$ cat config.mk
export PLATFORM = sky130hd
export DESIGN_NAME = operand_sel_pipe
export DESIGN_NICKNAME = d
export VERILOG_FILES = /design/src/rtl/operand_sel_pipe.sv
export SDC_FILE = /design/constraint.sdc
export NUM_CORES = 1
export LEC_CHECK = 0
export ABC_CLOCK_PERIOD_IN_PS = 2950
export BUFFER_PORTS_ARGS = -buffer_cell sky130_fd_sc_hd__buf_2
export CAP_MARGIN = 20
export CORE_MARGIN = 2
export CORE_UTILIZATION = 45
export DETAILED_ROUTE_END_ITERATION = 10
export PLACE_DENSITY = 0.83
export SLEW_MARGIN = 25
export SYNTH_ARGS = -nofsm -noshare
export SYNTH_HDL_FRONTEND = slang
export SYNTH_SLANG_ARGS = --single-unit
$ cat constraint.sdc
create_clock -name clk -period 2.95 [get_ports clk]
set_input_delay 0.1475 -clock clk [delete_from_list [all_inputs] [get_ports clk]]
set_output_delay 0.1475 -clock clk [all_outputs]
set_load 0.02 [all_outputs]
$ cat src/rtl/operand_sel_pipe.sv
// operand_sel_pipe: selects one operand per request from the register
// candidates or the decoded immediate, then queues the results in a small
// FIFO with a valid/ready handshake on both sides. An illegal select pushes
// zero with a flag and bumps a saturating error counter.
module operand_sel_pipe #(
    parameter int DATA_W   = 32,
    parameter int DEPTH    = 2,
    parameter int ERRCNT_W = 8
) (
    input  logic                clk,
    input  logic                reset_n,
    input  logic [DATA_W-1:0]   PB,
    input  logic [DATA_W-1:0]   HI,
    input  logic [DATA_W-1:0]   LO,
    input  logic [DATA_W-1:0]   PC,
    input  logic [15:0]         imm16,
    input  logic [3:0]          Si,
    input  logic                in_valid,
    output logic                in_ready,
    input  logic                flush,
    output logic [DATA_W-1:0]   N,
    output logic                N_illegal,
    output logic                out_valid,
    input  logic                out_ready,
    output logic [ERRCNT_W-1:0] err_count
);

    localparam int PTR_W = $clog2(DEPTH);
    localparam int CNT_W = PTR_W + 1;

    typedef enum logic [3:0] {
        SEL_PB     = 4'd0,
        SEL_HI     = 4'd1,
        SEL_LO     = 4'd2,
        SEL_PC     = 4'd3,
        SEL_IMM_SX = 4'd4,
        SEL_IMM_HI = 4'd5,
        SEL_IMM_ZX = 4'd6,
        SEL_PC8    = 4'd7,
        SEL_SHAMT  = 4'd8
    } sel_e;

    logic [DATA_W-1:0] mem     [DEPTH];
    logic              ill_mem [DEPTH];
    logic [PTR_W-1:0]  wr_ptr;
    logic [PTR_W-1:0]  rd_ptr;
    logic [CNT_W-1:0]  count;

    logic [DATA_W-1:0] sel_val;
    logic              sel_ill;
    logic [DATA_W-1:0] imm_hi;
    logic              push;
    logic              pop;

    // Handshake status comes only from registered occupancy.
    always_comb begin
        in_ready  = (count < CNT_W'(DEPTH));
        out_valid = (count != '0);
        push      = in_valid & in_ready;
        pop       = out_valid & out_ready;
        N         = out_valid ? mem[rd_ptr] : '0;
        N_illegal = out_valid ? ill_mem[rd_ptr] : 1'b0;
    end

    // Immediate placed in [31:16]; upper bits (if any) sign-extended from bit 31.
    always_comb begin
        imm_hi       = {DATA_W{imm16[15]}};
        imm_hi[31:0] = {imm16, 16'h0000};
    end

    // Operand select; unlisted codes give zero with the illegal flag.
    always_comb begin
        sel_val = '0;
        sel_ill = 1'b0;
        case (sel_e'(Si))
            SEL_PB:     sel_val = PB;
            SEL_HI:     sel_val = HI;
            SEL_LO:     sel_val = LO;
            SEL_PC:     sel_val = PC;
            SEL_IMM_SX: sel_val = {{(DATA_W-16){imm16[15]}}, imm16};
            SEL_IMM_HI: sel_val = imm_hi;
            SEL_IMM_ZX: sel_val = {{(DATA_W-16){1'b0}}, imm16};
            SEL_PC8:    sel_val = PC + DATA_W'(8);
            SEL_SHAMT:  sel_val = {{(DATA_W-5){1'b0}}, imm16[10:6]};
            default:    sel_ill = 1'b1;
        endcase
    end

    // Entry storage; contents are don't-care until covered by occupancy.
    always_ff @(posedge clk) begin
        if (push) begin
            mem[wr_ptr]     <= sel_val;
            ill_mem[wr_ptr] <= sel_ill;
        end
    end

    // Pointers and occupancy; reset beats flush, flush beats push/pop.
    always_ff @(posedge clk) begin
        if (!reset_n) begin
            wr_ptr <= '0;
            rd_ptr <= '0;
            count  <= '0;
        end else if (flush) begin
            wr_ptr <= '0;
            rd_ptr <= '0;
            count  <= '0;
        end else begin
            if (push) wr_ptr <= wr_ptr + PTR_W'(1);
            if (pop)  rd_ptr <= rd_ptr + PTR_W'(1);
            case ({push, pop})
                2'b10:   count <= count + CNT_W'(1);
                2'b01:   count <= count - CNT_W'(1);
                default: count <= count;
            endcase
        end
    end

    // Saturating count of accepted illegal selects; flush does not clear it.
    always_ff @(posedge clk) begin
        if (!reset_n) begin
            err_count <= '0;
        end else if (push && sel_ill && (err_count != '1)) begin
            err_count <= err_count + ERRCNT_W'(1);
        end
    end

endmodule

Yosys cells after proc, flatten, opt, wreduce, memory -nomap -nowiden
Memories as Yosys holds them, arrays and structs flattened. A register that Yosys moved wholly into a read port is not among the register bits.
Index checks and enable logic that the tools add are counted.
{"block": "op_classes", "n_addsub": 6, "n_mux": 11, "bitwise_logic": 3, "eq_ne": 11, "n_reduce_logical": 7, "magnitude_cmp": 1}
{"cell": "one-hot mux 32 bit (9 select lines)", "count": 1}
{"cell": "adder 32 x 4 -> 32 bit (second input constant)", "count": 1}
{"cell": "2-to-1 mux 32 bit", "count": 1}
{"cell": "== test 4 x 3 -> 1 bit (second input constant)", "count": 4}
{"cell": "OR reduction 9 bit", "count": 1}
{"cell": "adder 8 x 1 -> 8 bit (second input constant)", "count": 1}
{"cell": "== test 4 x 2 -> 1 bit (second input constant)", "count": 2}
{"cell": "2-to-1 mux 1 bit", "count": 8}
{"cell": "inequality test 8 bit (second input constant)", "count": 1}
{"cell": "== test 4 x 1 -> 1 bit (second input constant)", "count": 1}
{"cell": "== test 4 bit (second input constant)", "count": 1}
{"cell": "logical NOT 4 bit", "count": 1}
{"cell": "one-hot mux 2 bit (2 select lines)", "count": 1}
{"cell": "nonzero test 2 bit", "count": 2}
{"cell": "adder 1 bit (second input constant)", "count": 2}
{"cell": "adder 2 x 1 -> 2 bit (second input constant)", "count": 1}
{"cell": "AND 1 bit", "count": 2}
{"cell": "== test 2 x 1 -> 1 bit (second input constant)", "count": 1}
{"cell": "== test 2 bit (second input constant)", "count": 1}
{"cell": "logical AND 1 bit", "count": 2}
{"cell": "< comparator 2 bit (second input constant)", "count": 1}
{"cell": "OR reduction 2 bit", "count": 1}
{"cell": "subtractor 2 x 1 -> 2 bit (second input constant)", "count": 1}
{"cell": "inverter 1 bit", "count": 1}
{"block": "totals", "register_bits": 12, "word_cells": 45, "ramBits": 66, "mem_count": 2, "output_inout_bits": 43}
{"memory": "mem", "depth": 2, "word_bits": 32, "read_ports": 1, "rd_ports_with_merged_regs": 1, "wr": 1, "line": "43", "rtl": "logic [DATA_W-1:0] mem [DEPTH];"}
{"memory": "ill_mem", "depth": 2, "word_bits": 1, "read_ports": 1, "rd_ports_with_merged_regs": 1, "wr": 1, "line": "44", "rtl": "logic ill_mem [DEPTH];"}

Logic depth before layout (Yosys ltp)
{"block": "logic_depth", "word_depth": 5, "depth_mapped": 7, "depth_no_buf": 7}

Worst setup path after synthesis
Ideal clock, no wire load.
{"block": "synth_path", "path_kind": "flip-flop to flip-flop", "from": "reg count[1]", "to": "mem ill_mem[0], enable pin", "synth_period_minus_slack_ns": 2.410, "t_required_ns": 2.527, "slack_ns": 0.540, "stages_incl_launch_ff": 4, "t_arrival_ns": 1.987, "path_cell_list": "dfxtp_1 nor2b_1 inv_1 nor2_1"}
{"block": "synth_via", "elab_chain_len": 4}
{"item": "start, declared", "line": "47", "rtl": "logic [CNT_W-1:0] count;"}
{"item": "start signal, assigned", "line": "111", "rtl": "2'b10: count <= count + CNT_W'(1);"}
{"item": "start signal, assigned", "line": "112", "rtl": "2'b01: count <= count - CNT_W'(1);"}
{"item": "start signal, assigned", "line": "113", "rtl": "default: count <= count;"}
{"item": "< comparator 2 bit", "line": "57", "rtl": "in_ready = (count < CNT_W'(DEPTH));"}
{"item": "AND 1 bit", "line": "59", "rtl": "push = in_valid & in_ready;"}
{"item": "2-to-1 mux 1 bit", "line": "91", "rtl": "if (push) begin"}
{"item": "2-to-1 mux 1 bit (implied by the code)", "line": "93", "rtl": "ill_mem[wr_ptr] <= sel_ill;"}
{"item": "end, declared", "line": "44"}
No other way between the ends.

==> reports/metrics.yaml <==
boundaryPins: 196
htree_levels: 3
wirelength_um: 17730
status: "finished clean"
antenna_found_initial: 0
synth_nets: 649
worst_pin_slew_ns: 1.045
port_buffers: 195
ys_ff_latch: 79
wl_per_cell_um: 21.51
tns_ns: 0
synth-edff-count: 66
setup_viol: 0
synthesis.area_sq_mm: 0.005011
synth_cell_types: 55
die_h_um: 109.5
cts_resized: 0
path_clk_slew_ns: 0.09
async_reset_ff_frac: 0
vias: 5062
area_delta_synth_final_pct: 26.04
final_common_cell: "buf_2"
layout.nets: 835
critPathLaunchType: "register"
via_per_inst: 6.143
cts_tree: "done"
ant_nets: 0
cts_buffers: 9
dp_hpwl_um: 13420
clkLatencyLatePin_ns: 0.37
dpl_cell_area_sq_mm: 0.006130
hold-worst-slack_ns: 0.1162
postSynthAreaPerCell_sq_um: 10.16
gp_congestion: 0.9702
track_usage: 0.2935
crit_fanout: 18
first_pass_iters: 6
route.detailed.drc: 0
antenna_cells: 0
synth-seq-area-share: 0.4474
cp.arrival_ns: 1.99
post_cts_buffers: 0
coreArea_sq_mm: 0.01084
cts_buffer_depth: 2
syn_inst: 493
synth_top_area_cell: "edfxtp_1"
die_area_sq_mm: 0.01200
timing.final.max_slew_violations: 0
peakVddDrop_uv: 192.7
grt_first_pass_wirelength_um: 25890
root_buffer: "clkbuf_8"
power_uw: 2609
drive_gt1_frac: 0.3523
final.setup_skew_ns: 0.01099
stdcell_area_sq_mm: 0.006316
fp.dieW_um: 109.5
hold_viol_final: 0
synth.top_cell.area_share: 0.3955
worst_hold_path_type: "in2reg"
n_fill_cell: 957
use_met1: 0.3919
synth_area_leaders: "edfxtp_1, mux2i_1, dfxtp_1"
grt_pass1_vias: 4797
rsz0062_at_grt: "no"
grt_max_degree: 34
grt_util_met3: 0.04742
grt_busiest_layer: "met2"
cts_sinks: 79
max_cap_viol_count: 0
finalCriticalPeriod_ns: 2.140
placed_cells: 808
path_class: "reg2out"
p_leak_uw: 0.002545
slew_headroom: 0.3007
rows: 38
cp.required_ns: 2.80
fin_cells: 824
ys.flop_type: "edfxtp_1"
endpoint_kind: "output port"
fin_crit_sh: 0.7254
p_per_area_mw_per_mm2: 413.1
layout_common_cells: "buf_2, edfxtp_1, nor2_1"
overflow: 0
max_freq_mhz: 467.3
yosys_warnings: 0
initial_utilization: 0.4623
cts_hold_buffers: 0
gr-usage-met2: 0.4674
drt_iter0_markers: 549
[final cells by class]
| type | instances | area, sq um | area share |
|---|---|---|---|
| Sequential cell | 79 | 2243 | 0.3552 |
| Timing Repair Buffer | 207 | 1066 | 0.1688 |
| Clock inverter | 6 | 42.54 | 0.006735 |
| Inverter | 5 | 18.77 | 0.002971 |
| Tap cell | 140 | 175.2 | 0.02773 |
| Clock buffer | 10 | 137.6 | 0.02179 |
| Multi-Input combinational cell | 377 | 2633 | 0.4168 |
[cell families (layout without fill, tap and decap cells)]
group,Yosys count,after routing,share of synthesized area
compound gates,104,104,0.1578
simple gates,184,184,0.1908
buf+inv,37,228,0.03246
xor+xnor,36,36,0.06292
flops,79,79,0.4474
fa+ha+maj,3,3,0.007491
mux,50,50,0.1011
[Yosys cell counts (2+ instances only)]
cell	count
nand2_1	27
nor2_1	62
nand3_1	23
a21oi_1	5
nand4_2	2
a22oi_1	27
o22ai_1	3
xnor2_1	13
inv_1	5
and4_1	4
ha_1	3
and3_1	7
a32oi_1	4
o21ai_1	9
nor3_1	10
nor2b_1	6
nand3b_1	2
a22o_1	6
o21ai_0	7
a211oi_1	2
clkbuf_1	13
nor3b_1	4
edfxtp_1	66
a221oi_1	7
a31oi_1	2
a2111oi_0	3
mux2i_1	45
mux2_2	5
xor2_1	23
dfxtp_1	13
nand4_1	11
buf_1	2
and2_1	9
nand2b_1	4
o211ai_1	10
a222oi_1	9
o221ai_1	4
nor4_1	3
buf_2	16
or3_1	2
[sequential cells by signal, summed over array words and instances, names as in the netlist, named ones only]
name,cells
err_count,8
count,2
rd_ptr,1
mem,64
wr_ptr,1
ill_mem,2
[metrics by stage]
step | worst slack (ns) | utilization
after floorplan | 0.5395 | -
after global placement | 0.6725 | 0.5654
after detailed placement | 0.5423 | 0.5654
after CTS | 0.7841 | 0.5821
after global routing | 0.7313 | 0.5826
final | 0.8099 | 0.5826
[metal layers]
metal	vias up	share of wire
met5	-	0
met4	0	0.037
met3	46	0.12
met2	374	0.47
met1	2366	0.38
li1	2276	-
[where the power goes]
group	leakage, uW	switching (uW)	total, uW	internal, uW
registers	0.000745	20.6	1310	1280
logic	0.00171	335	548	214
clock network	0.0000891	424	755	331
[worst max-delay path, cell delays in order (launching register included)]
cell and delay [ns]:
dfxtp_2 0.72, buf_4 0.34, mux2i_1 0.32, nor2_1 0.06
buf_2 0.17
[final timing paths]
kind / slack, ns / to / start / depth (start not counted)
hold / removal: 0.12 / err_count[1] / reset_n / 2
setup / recovery: 0.81 / N[23] / register / 4
setup reg to reg: 1.12 / err_count[7] / err_count[0] / 6
hold reg to reg: 0.52 / rd_ptr / rd_ptr / 2
Note: power is estimated with default switching activity, not from simulation.
